==> src/rtl/regfile_sequencer.sv <==
// Multi-cycle control unit for the 10-bit datapath. It latches one instruction
// into IR and steps through T-states, driving the register-file, ALU and bus
// strobes. The outputs are combinational decodes of state and IR.
module regfile_sequencer #(
    parameter int unsigned IW = 10
) (
    input  logic          CLKb,
    input  logic          Reset,
    input  logic          Execute,
    input  logic [IW-1:0] INSTR,
    output logic          ENW,
    output logic [1:0]    WRA,
    output logic          ENR0,
    output logic [1:0]    RDA0,
    output logic          ENR1,
    output logic [1:0]    RDA1,
    output logic          Ain,
    output logic          Gin,
    output logic          Gout,
    output logic          Extrn,
    output logic [2:0]    FN,
    output logic          Done,
    output logic          Busy
);

    localparam int unsigned RW  = 2;
    localparam int unsigned OPW = 4;
    localparam int unsigned FW  = 3;

    typedef enum logic [1:0] {
        S_IDLE = 2'd0,
        S_T1   = 2'd1,
        S_T2   = 2'd2,
        S_T3   = 2'd3
    } state_t;

    localparam logic [OPW-1:0] OP_LOAD = 4'b0000;
    localparam logic [OPW-1:0] OP_MOV  = 4'b0001;
    localparam logic [OPW-1:0] OP_ADD  = 4'b0010;
    localparam logic [OPW-1:0] OP_SUB  = 4'b0011;
    localparam logic [OPW-1:0] OP_AND  = 4'b0100;
    localparam logic [OPW-1:0] OP_OR   = 4'b0101;
    localparam logic [OPW-1:0] OP_XOR  = 4'b0110;
    localparam logic [OPW-1:0] OP_NOT  = 4'b0111;

    state_t        state_q, state_d;
    logic [IW-1:0] ir_q, ir_d;

    logic [RW-1:0]  rx;
    logic [RW-1:0]  ry;
    logic [OPW-1:0] op;
    logic [FW-1:0]  alu_fn;
    logic           is_alu;
    logic           unused_ir;

    assign rx        = ir_q[9:8];
    assign ry        = ir_q[7:6];
    assign op        = ir_q[3:0];
    assign unused_ir = ^ir_q[5:4];

    // Opcode to ALU function; is_alu flags the three-cycle instructions
    always_comb begin
        alu_fn = '0;
        is_alu = 1'b1;
        case (op)
            OP_ADD:  alu_fn = 3'b000;
            OP_SUB:  alu_fn = 3'b001;
            OP_AND:  alu_fn = 3'b010;
            OP_OR:   alu_fn = 3'b011;
            OP_XOR:  alu_fn = 3'b100;
            OP_NOT:  alu_fn = 3'b101;
            default: is_alu = 1'b0;
        endcase
    end

    // T-state and IR registers; reset aborts any instruction in flight
    always_ff @(posedge CLKb or posedge Reset) begin
        if (Reset) begin
            state_q <= S_IDLE;
            ir_q    <= '0;
        end else begin
            state_q <= state_d;
            ir_q    <= ir_d;
        end
    end

    // Next-state and strobe decode
    always_comb begin
        state_d = state_q;
        ir_d    = ir_q;
        ENW     = 1'b0;
        WRA     = '0;
        ENR0    = 1'b0;
        RDA0    = '0;
        ENR1    = 1'b0;
        RDA1    = '0;
        Ain     = 1'b0;
        Gin     = 1'b0;
        Gout    = 1'b0;
        Extrn   = 1'b0;
        FN      = '0;
        Done    = 1'b0;
        Busy    = 1'b0;

        case (state_q)
            S_IDLE: begin
                if (Execute) begin
                    ir_d    = INSTR;
                    state_d = S_T1;
                end
            end

            S_T1: begin
                Busy = 1'b1;
                if (op == OP_LOAD) begin
                    Extrn   = 1'b1;
                    ENW     = 1'b1;
                    WRA     = rx;
                    Done    = 1'b1;
                    state_d = S_IDLE;
                end else if (op == OP_MOV) begin
                    ENR0    = 1'b1;
                    RDA0    = ry;
                    ENW     = 1'b1;
                    WRA     = rx;
                    Done    = 1'b1;
                    state_d = S_IDLE;
                end else if (is_alu) begin
                    ENR0    = 1'b1;
                    RDA0    = rx;
                    Ain     = 1'b1;
                    state_d = S_T2;
                end else begin
                    // Illegal opcode completes as a single-cycle NOP
                    Done    = 1'b1;
                    state_d = S_IDLE;
                end
            end

            S_T2: begin
                Busy    = 1'b1;
                ENR1    = 1'b1;
                RDA1    = ry;
                Gin     = 1'b1;
                FN      = alu_fn;
                state_d = S_T3;
            end

            S_T3: begin
                Busy    = 1'b1;
                Gout    = 1'b1;
                ENW     = 1'b1;
                WRA     = rx;
                FN      = alu_fn;
                Done    = 1'b1;
                state_d = S_IDLE;
            end

            default: state_d = S_IDLE;
        endcase
    end

endmodule

==> config.mk <==
export PLATFORM = sky130hd
export DESIGN_NAME = regfile_sequencer
export DESIGN_NICKNAME = d
export VERILOG_FILES = /design/src/rtl/regfile_sequencer.sv
export SDC_FILE = /design/constraint.sdc
export NUM_CORES = 1
export LEC_CHECK = 0
export CORE_MARGIN = 8
export CORE_UTILIZATION = 38
export CTS_CLUSTER_SIZE = 16
export DETAILED_ROUTE_END_ITERATION = 12
export HOLD_SLACK_MARGIN = 0.15
export PLACE_DENSITY_LB_ADDON = 0.12
export SLEW_MARGIN = 20
export SYNTH_ARGS = -nofsm -noshare
export SYNTH_HDL_FRONTEND = slang
export SYNTH_SLANG_ARGS = --single-unit
==> constraint.sdc <==
create_clock -name CLKb -period 1.8 [get_ports CLKb]
set_input_delay 0.27 -clock CLKb [delete_from_list [all_inputs] [get_ports CLKb]]
set_output_delay 0.27 -clock CLKb [all_outputs]
set_load 0.005 [all_outputs]
==> results.yml <==
run_status:
  outcome: "finished, final reports clean"
timing:
  grt_setup_unrepaired: "false"
  hold_violations: 0
  slew_headroom_pct: 73.6
  setup_viol: 0
  fin_crit_sh_pct: 96.5
  fmax_mhz: 576
  drv_slew: 0
  worst_clock_skew_ps: 1.92
  finalWorstSetupSlack_ps: 62.6
  final.min_clock_period_ps: 1740
  hold_ws_ps: 279
  finalSetupTns_ps: 0
  worst_pin_slew_ps: 395
finish:
  num-nets-final: 100
  regArea_um2: 253
  drive_gt1_share_pct: 38.4
  area_growth_syn_to_layout_pct: 56.7
  multiInputGateArea_um2: 328
  nFillCells: 130
  n_antenna_cell: 0
  post-route-util_pct: 62.7
  final_cells: 102
power_and_ir_drop:
  swShare_pct: 35.6
  peakVddDrop_mv: 0.918
  p_seq_share_pct: 34.3
  p_int_mw: 0.885
  pwr-share-comb_pct: 50.6
  p_sw_mw: 0.489
  p_clk_share_pct: 15.1
  power.density_mw_per_mm2: 1470
  total_leakage_power_nw: 0.465
synth:
  synth_area_um2: 596
  synth_compound_area_share_pct: 10.9
  ys_ff_latch: 10
  synthMuxAreaShare_pct: 15.1
  synth.top_cells.by_area: "dfrtp_1 (42%), mux2_2 (15%), nand4bb_1 (3.8%)"
  ys_types: 25
  yosysTopAreaCellShare_pct: 42.0
  synth_common_cells: "dfrtp_1 (10), mux2_2 (8), nor2_1 (5)"
  synth-xor-area-share_pct: 0
  syn_nets: 67
  synth_top_area_cell: "dfrtp_1"
  synth_flop_cell: "dfrtp_1"
  synth_top_family_by_area: "simple AND/OR/NAND/NOR gates"
  synth_edf_count: 0
  ys_seq_area_share_pct: 42.0
  synthAdderAreaFrac_pct: 0
  synth.most_common_cell: "dfrtp_1"
  syn_inst: 54
  async_flop_share_pct: 100
  avgSynthCellArea_um2: 11.0
  synth-simple-area-share_pct: 25.2
  ys.warnings.count: 0
setup_path:
  required_ps: 1530
  critical_path.cell_chain: "or3b_4 > buf_4 > a21oi_1 > buf_2"
  critPathBufInv: 2
  crit_path_top_delay_cell: "or3b_4"
  cp-start-kind: "flip-flop"
  critPathMaxFanout: 5
  arrival_ps: 1470
  cpLargestDelayFamily: "simple AND/OR/NAND/NOR gates"
  cpPeakStageDelay_ps: 400
  critPathKind: "flip-flop to primary output"
  end_kind: "primary output"
grt:
  antenna_found_initial: 0
  grt_max_degree: 13
  gr-total-overflow: 0
  grt_usage_pct: 10.1
  grt_pass1_vias: 566
  grt_pass1_wl_um: 2570
route:
  drt_iter0_markers: 15
  routedWlPerCell_um: 15.1
  drc_errors: 0
  final_antenna_net_count: 0
  vias_per_cell: 5.20
  wl_um: 1540
  num_vias: 530
  dr.pass1.iters: 4
die:
  fp.coreArea_mm2: 0.00149
  rows: 14
  start_util_pct: 40.0
  die_area_mm2: 0.00309
  io_pins: 31
  dieWidth_um: 55.6
  die_y_um: 55.6
placement:
  dp_hpwl_um: 1170
  io_buffers: 28
  pre_cts_slack_ps: 9.72
  gp_routability_congestion: 0.785
  dp_cells: 96
job:
  maxCapViolations: 0
clock_tree:
  cts_tree: "built"
  cts_buffer_depth: 2
  cts_max_level: 1
  root_buffer: "clkbuf_4"
  clk_latency_ps: 270
  clock-sinks: 10
  cts_made_buffers: 3
  clk_pin_slew_ps: 70
hold_path:
  min_path_type: "primary input to asynchronous set/reset pin"
==> flip-flops by register name (all words and copies together), names as in the netlist, named ones only <==
signal / cells
state_q: 1
ir_q: 8
==> logic make-up (layout without fill, tap and decap cells) <==
group           count (synthesis)  after routing
simple gates                   20             20
compound gates                  9              9
mux                             8              8
buf+inv                         7             39
flops                          10             10
==> through the flow <==
step	power, mW	area, um^2
after floorplan	0.844	596
after global placement	1.17	890
after detailed placement	1.18	890
after CTS	1.38	926
after global routing	1.47	933
final	1.37	933
==> timing repair <==
action                     in CTS  in global routing
setup endpoints to repair      17                  2
gates resized for setup        37                  0
buffers inserted                1                  1
hold buffers                    0                  0
pin swaps                       1                  0
==> final timing paths <==
path	end	slack [ps]	from	cells past startpoint
max in group asynchronous	ir_q[2]$_DFFE_PP0P_	1220	Reset	2
worst min register to register	ir_q[7]$_DFFE_PP0P_	540	ir_q[7]$_DFFE_PP0P_	1
worst max register to register	ir_q[0]$_DFFE_PP0P_	410	flip-flop	4
worst max-delay path	RDA0[0]	60	ir_q[3]$_DFFE_PP0P_	4
min in group CLKb	ir_q[7]$_DFFE_PP0P_	540	ir_q[7]$_DFFE_PP0P_	1
worst min-delay path	ir_q[8]$_DFFE_PP0P_	280	Reset	2
==> per-layer routing <==
layer  vias up  track usage (%)  share of wire [%]
met5         -                0                  0
met4         0             4.23               0.59
met1       255             11.1                 42
met2        17             15.9                 49
li1        256                -                  -
met3         2             5.02                7.9
==> power by group through the flow <==
stage          clock (mW)  sequential, mW  combinational (mW)
3_5_place_dp            0           0.452               0.729
2_1_floorplan           0           0.400               0.444
4_1_cts             0.213           0.473               0.693
3_3_place_gp            0           0.452               0.718
5_1_grt             0.221           0.491               0.761
6_report            0.207           0.472               0.695
==> area by class of cell <==
| cell class | count | share of cell area, % |
|---|---|---|
| multi-input cells | 37 | 35.1 |
| repair buffers | 34 | 31.4 |
| flip-flops and latches | 10 | 27.1 |
| clock buffers | 4 | 3.89 |
| well taps | 16 | 2.14 |
| inverters | 1 | 0.402 |
==> cell usage in the layout, fill, tap and decap left out, types with 2 or more instances in the layout <==
master and count:
a21oi_1 2, and2_1 2, buf_2 4, buf_4 5, clkbuf_4 3, clkdlybuf4s50_1 11
dfrtp_1 8, dfrtp_2 2, dlygate4sd2_1 13, mux2_2 8, nand4bb_1 2, nor2_1 4
o211a_1 2, o21ai_0 2
Power figures use the tool's default switching activity.
